### src/rtl/tff_sched_pkg.sv
// Shared types and constants for the round-robin toggle scheduler.
package tff_sched_pkg;

  typedef enum logic [1:0] {
    IDLE  = 2'd0,
    GRANT = 2'd1,
    ACK   = 2'd2,
    HOLD  = 2'd3
  } sched_state_t;

  localparam int NREQ_DEFAULT = 4;

  // last_grant resets this far below NREQ so requester 0 wins the first arbitration.
  localparam int RST_GRANT_BACKOFF = 1;

endpackage

### src/rtl/tff_core.sv
// Single T flip-flop with asynchronous active-low reset.
module tff_core (
  input  logic clk,
  input  logic rst,
  input  logic t,
  output logic q
);

  logic q_q, q_d;

  always_comb begin
    q_d = q_q ^ t;
  end

  always_ff @(posedge clk or negedge rst) begin
    if (!rst) begin
      q_q <= 1'b0;
    end else begin
      q_q <= q_d;
    end
  end

  assign q = q_q;

endmodule

### src/rtl/tff_toggle_sched.sv
// Round-robin scheduler sharing one T flip-flop between NREQ requesters,
// toggling only when needed and holding off new grants after each real toggle.
module tff_toggle_sched
  import tff_sched_pkg::*;
#(
  parameter  int NREQ        = NREQ_DEFAULT,
  parameter  int HOLD_CYCLES = 2,
  localparam int GW          = $clog2(NREQ)
) (
  input  logic            clk,
  input  logic            rst,
  input  logic [NREQ-1:0] req,
  input  logic [NREQ-1:0] want,
  output logic [NREQ-1:0] ack,
  output logic            t,
  output logic            q,
  output logic            busy,
  output logic [GW-1:0]   last_grant
);

  localparam int            HW        = (HOLD_CYCLES > 0) ? $clog2(HOLD_CYCLES + 1) : 1;
  localparam logic [GW-1:0] RST_GRANT = GW'(NREQ - RST_GRANT_BACKOFF);
  localparam logic [HW-1:0] HOLD_LOAD = HW'(HOLD_CYCLES);

  sched_state_t  state_q, state_d;
  logic [GW-1:0] gnt_q, gnt_d;
  logic [GW-1:0] last_grant_q, last_grant_d;
  logic          toggled_q, toggled_d;
  logic [HW-1:0] hold_cnt_q, hold_cnt_d;
  logic [GW-1:0] sel_idx;
  logic          sel_found;

  tff_core u_tff (
    .clk (clk),
    .rst (rst),
    .t   (t),
    .q   (q)
  );

  // First pending requester strictly after last_grant, wrapping modulo NREQ.
  always_comb begin : arbiter
    logic [GW-1:0] idx;
    sel_found = 1'b0;
    sel_idx   = last_grant_q;
    idx       = last_grant_q;
    for (int i = 1; i <= NREQ; i++) begin
      idx = GW'((int'(last_grant_q) + i) % NREQ);
      if (!sel_found && req[idx]) begin
        sel_found = 1'b1;
        sel_idx   = idx;
      end
    end
  end

  always_comb begin
    state_d      = state_q;
    gnt_d        = gnt_q;
    last_grant_d = last_grant_q;
    toggled_d    = toggled_q;
    hold_cnt_d   = hold_cnt_q;
    t            = 1'b0;
    ack          = '0;
    unique case (state_q)
      IDLE: begin
        if (sel_found) begin
          gnt_d        = sel_idx;
          last_grant_d = sel_idx;
          state_d      = GRANT;
        end
      end
      GRANT: begin
        t         = want[gnt_q] ^ q;
        toggled_d = t;
        state_d   = ACK;
      end
      ACK: begin
        ack[gnt_q] = 1'b1;
        hold_cnt_d = HOLD_LOAD;
        state_d    = (toggled_q && (HOLD_CYCLES > 0)) ? HOLD : IDLE;
      end
      HOLD: begin
        hold_cnt_d = hold_cnt_q - HW'(1);
        if (hold_cnt_q <= HW'(1)) begin
          state_d = IDLE;
        end
      end
      default: state_d = IDLE;
    endcase
  end

  always_ff @(posedge clk or negedge rst) begin
    if (!rst) begin
      state_q      <= IDLE;
      gnt_q        <= '0;
      last_grant_q <= RST_GRANT;
      toggled_q    <= 1'b0;
      hold_cnt_q   <= '0;
    end else begin
      state_q      <= state_d;
      gnt_q        <= gnt_d;
      last_grant_q <= last_grant_d;
      toggled_q    <= toggled_d;
      hold_cnt_q   <= hold_cnt_d;
    end
  end

  assign busy       = (state_q != IDLE);
  assign last_grant = last_grant_q;

endmodule

### config.mk
export PLATFORM = sky130hd
export DESIGN_NAME = tff_toggle_sched
export DESIGN_NICKNAME = d
export VERILOG_FILES = /design/src/rtl/tff_sched_pkg.sv /design/src/rtl/tff_core.sv /design/src/rtl/tff_toggle_sched.sv
export SDC_FILE = /design/constraint.sdc
export NUM_CORES = 1
export LEC_CHECK = 0
export CAP_MARGIN = 10
export CORE_MARGIN = 3
export CORE_UTILIZATION = 43
export CTS_CLUSTER_SIZE = 8
export DETAILED_ROUTE_END_ITERATION = 7
export HOLD_SLACK_MARGIN = 0.12
export PLACE_DENSITY_LB_ADDON = 0.2
export SYNTH_ARGS = -nofsm -noshare
export SYNTH_HDL_FRONTEND = slang
export SYNTH_SLANG_ARGS = --single-unit
### constraint.sdc
create_clock -name clk -period 2 [get_ports clk]
set_input_delay 0.4 -clock clk [delete_from_list [all_inputs] [get_ports clk]]
set_output_delay 0.4 -clock clk [all_outputs]
set_load 0.01 [all_outputs]
Yosys cells after proc, flatten, opt, wreduce, memory -nomap -nowiden
Index checks and enable logic that the tools add are counted.
- $lt $le $gt $ge: 7
- $add $sub $neg: 5
- muxes and demuxes: 27
- bitwise operators: 2
- equality and inequality tests: 5
- reductions and logical operators: 12
- operator list (operator ; number):
    2-bit by 3-bit < comparator with 1-bit output, second input constant ; 5
    2-bit 2-to-1 mux ; 7
    1-bit 2-to-1 mux ; 11
    1-bit binary-select mux with 2-bit select ; 5
    2-bit one-hot mux with 4 select lines ; 1
    2-bit by 1-bit adder with 2-bit output, second input constant ; 2
    2-bit adder, second input constant ; 2
    2-bit equality test, second input constant ; 2
    1-bit logical AND ; 4
    4-bit 2-to-1 mux ; 1
    2-bit != test, second input constant ; 2
    2-bit one-hot mux with 2 select lines ; 1
    2-bit AND reduction ; 2
    2-bit nonzero test ; 2
    1-bit logical NOT ; 3
    1-bit demux with 2-bit select ; 1
    2-bit by 1-bit equality test with 1-bit output, second input constant ; 1
    2-bit by 1-bit >= comparator with 1-bit output, second input constant ; 1
    2-bit by 1-bit less-or-equal comparator with 1-bit output, second input constant ; 1
    2-bit logical NOT ; 1
    2-bit by 1-bit subtractor with 2-bit output, second input constant ; 1
    1-bit XOR ; 2
- input port bits: 10
- register bits after elaboration: 10
- word-level logic and storage cells: 64
- output and inout port bits: 9

Depth between registers and ports, before layout
- depth after elaboration: 15
- depth in mapped cells: 4
- depth with buffers taken out: 4

By module
A second synthesis with hierarchy kept.
- cell total of the unflattened synthesis: 56
- area total of the unflattened synthesis: 585.6 um2
- modules (own cells, without submodules) (module ; sequential area each (um2) ; cells an instance ; instances ; area an instance (um2)):
    tff_toggle_sched ; 227.7 ; 54 ; 1 ; 551.8
    tff_core ; 25.0 ; 2 ; 1 ; 33.8

Worst setup path before layout
Ideal clock, no wire load.
- path kind: flip-flop to output port
- from: register gnt_q[0]
- to: output t
- arrival time: 1.235 ns
- stages on the path, launching flop included: 4
- buffers on the path: 0
- required time: 1.600 ns
- path slack: 0.365 ns
- cells stage by stage: dfrtp_1 -> mux4_2 -> xnor2_1 -> nor2_1
- longest elaborated chain between the ends: 4
- RTL lines (element ; line ; source):
    start, declared ; tff_toggle_sched.sv:26 ; logic [GW-1:0] gnt_q, gnt_d;
    start signal, assigned ; tff_toggle_sched.sv:100 ; gnt_q <= gnt_d;
    1-bit binary-select mux with 2-bit select ; tff_toggle_sched.sv:72 ; t = want[gnt_q] ^ q;
    1-bit 2-to-1 mux (implied by the code) ; tff_toggle_sched.sv:72 ;
    1-bit XOR ; tff_toggle_sched.sv:72 ;
    1-bit 2-to-1 mux ; tff_toggle_sched.sv:63 ; unique case (state_q)
    end, declared ; tff_toggle_sched.sv:15 ; output logic t,
Every way passes these cells. The select of a mux whose other input is x is not followed.

Worst setup path in the final report
Ends and elaborated chain as after synthesis.

==> impl_metrics.json <==
{
  "hold_buffers": 0,
  "synth-compound-area-share_pct": 18.7,
  "num_vias": 502,
  "synth_xor_xnor_area_share_pct": 1.52,
  "synth_top_area_cell": "dfrtp_1",
  "power_switching_uw": 465,
  "min_period_ns": 1.95,
  "root_buffer": "clkbuf_4",
  "cts_tree": "done",
  "whs_ns": 0.457,
  "synthMostInstantiatedCell": "dfrtp_1",
  "die-area_mm2": 0.00182,
  "synthMuxAreaShare_pct": 11.1,
  "design_power_total_mw": 1.25,
  "worstReg2RegEnd": "toggled_q",
  "reg2reg_depth": 3,
  "grt_antenna_before_repair": 0,
  "vias_per_cell": 5.58,
  "cap_violations": 0,
  "synth_fa_ha_area_share_pct": 2.17,
  "start_util_pct": 48.6,
  "nNetsFinal": 89,
  "yosys.area_share.simple_pct": 18.9,
  "fin_skew_ns": 0.000571,
  "setup_violations": 0,
  "die_x_um": 42.6,
  "synth_edf_count": 0,
  "io_pins": 19,
  "fp-row-count": 12,
  "avgSynthCellArea_um2": 10.9,
  "synth_cells": 53,
  "seqPwrFrac_pct": 35.3,
  "hold_class": "in2async",
  "dp_hpwl_um": 999,
  "synth_area_um2": 577,
  "async_reset_ff_share_pct": 100,
  "drtIter0Drc": 6,
  "synthesis.nets": 64,
  "synth_top_family_by_area": "simple AND/OR/NAND/NOR gates",
  "drive_gt1_share_pct": 22.4,
  "fmax_mhz": 512,
  "status": "complete, no violations",
  "seq_area_frac_synth_pct": 43.8,
  "rr_startpoint": "gnt_q[0]",
  "antenna_cells": 0,
  "cts_sinks": 10,
  "synth_ff_type": "dfrtp_1",
  "r2r_slack_ns": 0.66,
  "yosys_warnings": 0,
  "port_buffers": 18,
  "p_int_uw": 789,
  "gp_congestion": 0.729,
  "cp.arrival_ns": 1.55,
  "h-tree-depth": 1,
  "cp-start-kind": "flop",
  "grt_pass1_wl_um": 2170,
  "syn_to_final_growth_pct": 43.2,
  "grt_max_degree": 11,
  "p_per_area_mw_per_mm2": 1520,
  "cts_setup_buffers": 0,
  "crit_type": "reg2out",
  "clkLatencyLatePin_ns": 0.25,
  "power_leakage_nw": 0.404,
  "p_comb_share_pct": 54.2,
  "grt_util_all_layers_pct": 15.8,
  "clkSlewWorstSetupHoldPaths_ns": 0.06,
  "antenna_left": 0,
  "slew_violations": 0,
  "coreArea_mm2": 0.00119,
  "tns_ns": 0,
  "irDropWorstVdd_uv": 929,
  "yosys-top-cells-count": "8 x dfrtp_1, 4 x nand2_1",
  "synth_top_area_share_pct": 34.7,
  "grt_pass1_vias": 535,
  "route.detailed.drc": 0,
  "drt-pass1-iter-count": 4,
  "switching_share_pct": 37.1,
  "finalCritPeriodShare_pct": 97.7,
  "clockPowerShare_pct": 10.4,
  "worst_setup_path_end_kind": "output port",
  "die_height_um": 42.6,
  "rsz0062_at_grt": "yes",
  "cp.required_ns": 1.60,
  "hold_viol_final": 0,
  "grt_overflow": 0,
  "cts_buffers": 3,
  "post_drt_wl_per_cell_um": 13.8,
  "totalWireLength_um": 1240,
  "ys_ff_latch": 10,
  "clock_path_buffers": 2,
  "cp_max_fo": 2,
  "worst_pin_slew_ns": 0.444,
  "ys_types": 29,
  "synth_area_leaders": "dfrtp_1 35%, dfstp_2 9.1%, mux2i_1 5.2%, mux4_2 3.9%, nor4bb_1 3.5%",
  "relSlewSlack_pct": 70.3
}
-- how the worst max path moves through the flow --
| stage | slack [ns] | start | depth (start not counted) | to |
|---|---|---|---|---|
| global placement | -0.43 | want[3] | 5 | t |
| finish | 0.05 | gnt_q[0] | 4 | t |
| global route | -0.05 | gnt_q[0] | 4 | t |
| CTS | -0.06 | want[3] | 5 | t |
| floorplan | 0.36 | gnt_q[0] | 3 | t |
| detailed placement | -0.44 | want[3] | 5 | t |
-- critical path: stages, from the launching register on --
cell and delay [ns]:
dfrtp_1 0.37, mux4_2 0.55, xnor2_2 0.16, nor2_1 0.09, buf_2 0.13
-- area by class of cell --
class	instances	area [um^2]
Timing Repair Buffer	22	211
Clock buffer	3	22.5
Multi-Input combinational cell	38	309
Fill cell	106	360
Sequential cell	10	254
Inverter	3	11.3
Tap cell	14	17.5
-- metal layers --
metal	share of wire (%)	GRT usage, %	wire length [um]	vias up
met5	0	0	0	-
met4	1.1	9.32	14	0
met3	3.7	3.86	46	2
met2	51	28.1	636	10
met1	44	16.4	545	237
li1	-	-	-	253
-- power groups by stage --
stage,logic (mW),clock network (mW),registers (mW)
after detailed placement,0.691,0,0.444
after global placement,0.671,0,0.439
final,0.681,0.131,0.443
after CTS,0.690,0.136,0.444
after floorplan,0.420,0,0.420
after global routing,0.749,0.152,0.465
-- sequential cells by signal (all words and copies together) (netlist names), named ones only --
register and count:
last_grant 2, hold_cnt_q 2, gnt_q 2, state_q 2, toggled_q 1
-- cells by family (layout without fill, tap and decap cells) --
logic type,count (synthesis),in the layout
simple gates,16,16
compound gates,15,15
flops,10,10
mux,5,5
buf+inv,5,28
fa+ha+maj,1,1
xor+xnor,1,1
-- placed cells by master, fill, tap and decap left out --
| cell | synthesis | routed |
|---|---|---|
| buf_4 | 1 | 4 |
| mux2_2 | 1 | 1 |
| xnor2_2 | 0 | 1 |
| or4_4 | 1 | 1 |
| and2_4 | 1 | 1 |
| o221a_2 | 1 | 1 |
| ha_1 | 1 | 1 |
| or2b_1 | 2 | 2 |
| buf_2 | 0 | 1 |
| mux2i_1 | 3 | 3 |
| mux4_2 | 1 | 1 |
| o21ai_0 | 1 | 1 |
| nor4bb_1 | 2 | 2 |
| a2bb2oi_1 | 1 | 1 |
| a31oi_1 | 3 | 3 |
| o22ai_1 | 1 | 1 |
| and4b_1 | 1 | 1 |
| nand2_1 | 4 | 4 |
| nor2_1 | 2 | 2 |
| a21o_1 | 1 | 1 |
| nand2b_1 | 2 | 2 |
| dfrtp_1 | 8 | 7 |
| dfstp_2 | 2 | 2 |
| nor4b_1 | 1 | 1 |
| a21oi_1 | 3 | 3 |
| dfrtp_2 | 0 | 1 |
| inv_1 | 3 | 3 |
| dlymetal6s2s_1 | 0 | 4 |
| clkbuf_4 | 0 | 3 |
| dlygate4sd2_1 | 0 | 3 |
| o2bb2ai_1 | 2 | 2 |
| clkdlybuf4s50_1 | 0 | 10 |
| o22a_1 | 1 | 1 |
| o221ai_1 | 1 | 1 |
-- through the flow --
stage / instance area [um^2] / std cells / util [%] / setup WS, ns
2_1_floorplan: 577 / 53 / - / 0.365
3_3_place_gp: 793 / 87 / 66.9 / -0.434
3_5_place_dp: 793 / 87 / 66.9 / -0.443
4_1_cts: 815 / 90 / 68.7 / -0.0564
5_1_grt: 826 / 90 / 69.6 / -0.0481
6_report: 826 / 90 / 69.6 / 0.0461
-- what timing repair did --
| action | 4_1_cts | 5_1_grt |
|---|---|---|
| gates resized for setup | 8 | 5 |
| pin swaps | 0 | 2 |
| setup endpoints to repair | 4 | 2 |
| gates cloned | 0 | 0 |
| endpoints found under the hold margin | 0 | 0 |
No activity file was read; power rests on OpenSTA's default activity.
==> variant, RTL diff (config.mk and constraints unchanged) <==
Set the package constant `NREQ_DEFAULT` to 8 (it was 4).
--- a/src/rtl/tff_sched_pkg.sv
+++ b/src/rtl/tff_sched_pkg.sv
@@ -9,5 +9,5 @@
   } sched_state_t;
 
-  localparam int NREQ_DEFAULT = 4;
+  localparam int NREQ_DEFAULT = 8;
 
   // last_grant resets this far below NREQ so requester 0 wins the first arbitration.
Ports: changed (resized ack, last_grant, req and want); port bits go from 19 to 32. The function was not compared with the original's and may differ.
==> variant against the unedited design <==
The run now ends with setup timing left; global-route usage up 9.0 points; worst setup slack worse by 0.64 ns; wire length grew to 3.9 times the old value; sequential cell count grew 2; hold slack improved by 0.0027 ns; area after synthesis grew 150%; register-to-register slack worse by 1.3 ns; first-iteration DRC count rose to 25 times the old value; cell area increased to 2.9 times the old value; via count rose to 3.2 times the old value; cell count rose to 3.1 times the old value.
Power is left out: the tool's default activity adds up to more than one toggle a clock period on the data nets, which glitch-free logic cannot reach.
==> variant: results (changes against the unedited design) <==
number of global-route vias before repair 1,655 (+210%); Mapped Nets 180 (+180%); DR vias/cell 5.78 (+3.7%); synth top area cells dfrtp_1 (16%), mux4_2 (13%), mux2i_1 (6.3%); critical path's slowest cell dfstp_2; drt wl/cell 17.3 um (+26%); post-CTS setup buffer count 6 (+6); Commonest cells post-synth nand2_1 (20), nor2_1 (14), inv_1 (10); Yosys cell types 49 (+69%); Post-layout nets 259 (+190%); Slew headroom 0.629 (-0.0743); Final setup viols 8 (+8); status finished with violations; CP max stage delay 0.63 ns (+0.08 ns); GPL Wtd Cong 0.909 (+25%); TritonRoute pass-1 iters 5 (+1); Seq/Total Area, Yosys 0.214 (-0.225); hpwl dp 3.65 mm (+270%); clock skew 0.0169 ns (+0.0163 ns); violated checks setup timing; critical path arrival 2.78 ns (+1.23 ns); first-pass GRT wire length 7.96 mm (+270%); r2r worst-path depth 9 (+6); CP Max Fanout 6 (+4); Iter 0 DRT Violations 148 (+142); placed cell areas 2120 sq um (+170%); Worst Setup SP last_grant[1]; worst setup margin -0.594 ns (-0.640 ns); clk_lat worst skew 0.29 ns (+0.04 ns); Setup TNS -4.18 ns (-4.18 ns); GRT Overall Usage 0.248 (+0.0898); IO buf count 31 (+13); cts repair resizes 39 (+31); Clock Pin Slew Worst Setup and Hold Paths 0.09 ns (+0.03 ns); worst r2r dst gnt_q[0]; fraction of layout cells with a size suffix above 1 0.498 (+0.274)
variant: kinds of logic after synthesis:
kind of cell,after synthesis,synth area share
fa+ha+maj,3,0.0264
buf+inv,18,0.0536
simple gates,58,0.200
compound gates,41,0.223
mux,23,0.258
xor+xnor,4,0.0246
flops,12,0.214
variant: final cells by class:
cell class,instances,area (sq um)
inverter,10,42.5
fill,230,726
timing repair buffer,82,702
multi-input combinational,129,1240
sequential,12,304
clock buffer,4,36.3
tap,44,55.1
variant: routing by layer:
metal / wire [um] / vias up / track usage / share of wire
met4: 15 / 0 / 0.0296 / 0.0031
met3: 279 / 3 / 0.0410 / 0.057
met1: 2030 / 804 / 0.324 / 0.42
met2: 2550 / 68 / 0.439 / 0.52
li1: - / 750 / - / -
met5: 0 / - / 0 / 0
variant: worst max path at each step:
| stage | depth (start not counted) | end | slack (ns) |
|---|---|---|---|
| floorplan | 11 | gnt_q[1] | -0.62 |
| global placement | 6 | t | -0.70 |
| detailed placement | 6 | t | -0.74 |
| CTS | 9 | gnt_q[0] | -0.59 |
| global route | 10 | last_grant[2] | -0.65 |
| finish | 9 | gnt_q[0] | -0.59 |
variant: critical path, delay by kind of cell (launching register included):
kind / cells / cell delay [ns]
AO/OA/AOI/OAI: 3 / 0.72
flip-flops: 1 / 0.63
multiplexers: 1 / 0.41
AND/OR/NAND/NOR: 3 / 0.39
adder cells (fa/ha/maj): 1 / 0.29
buffers and inverters: 1 / 0.05
variant: per-stage QoR:
stage | cells | setup slack (ns)
finish | 281 | -0.594
global route | 281 | -0.654
CTS | 278 | -0.593
detailed placement | 268 | -0.738
global placement | 268 | -0.703
floorplan | 159 | -0.622
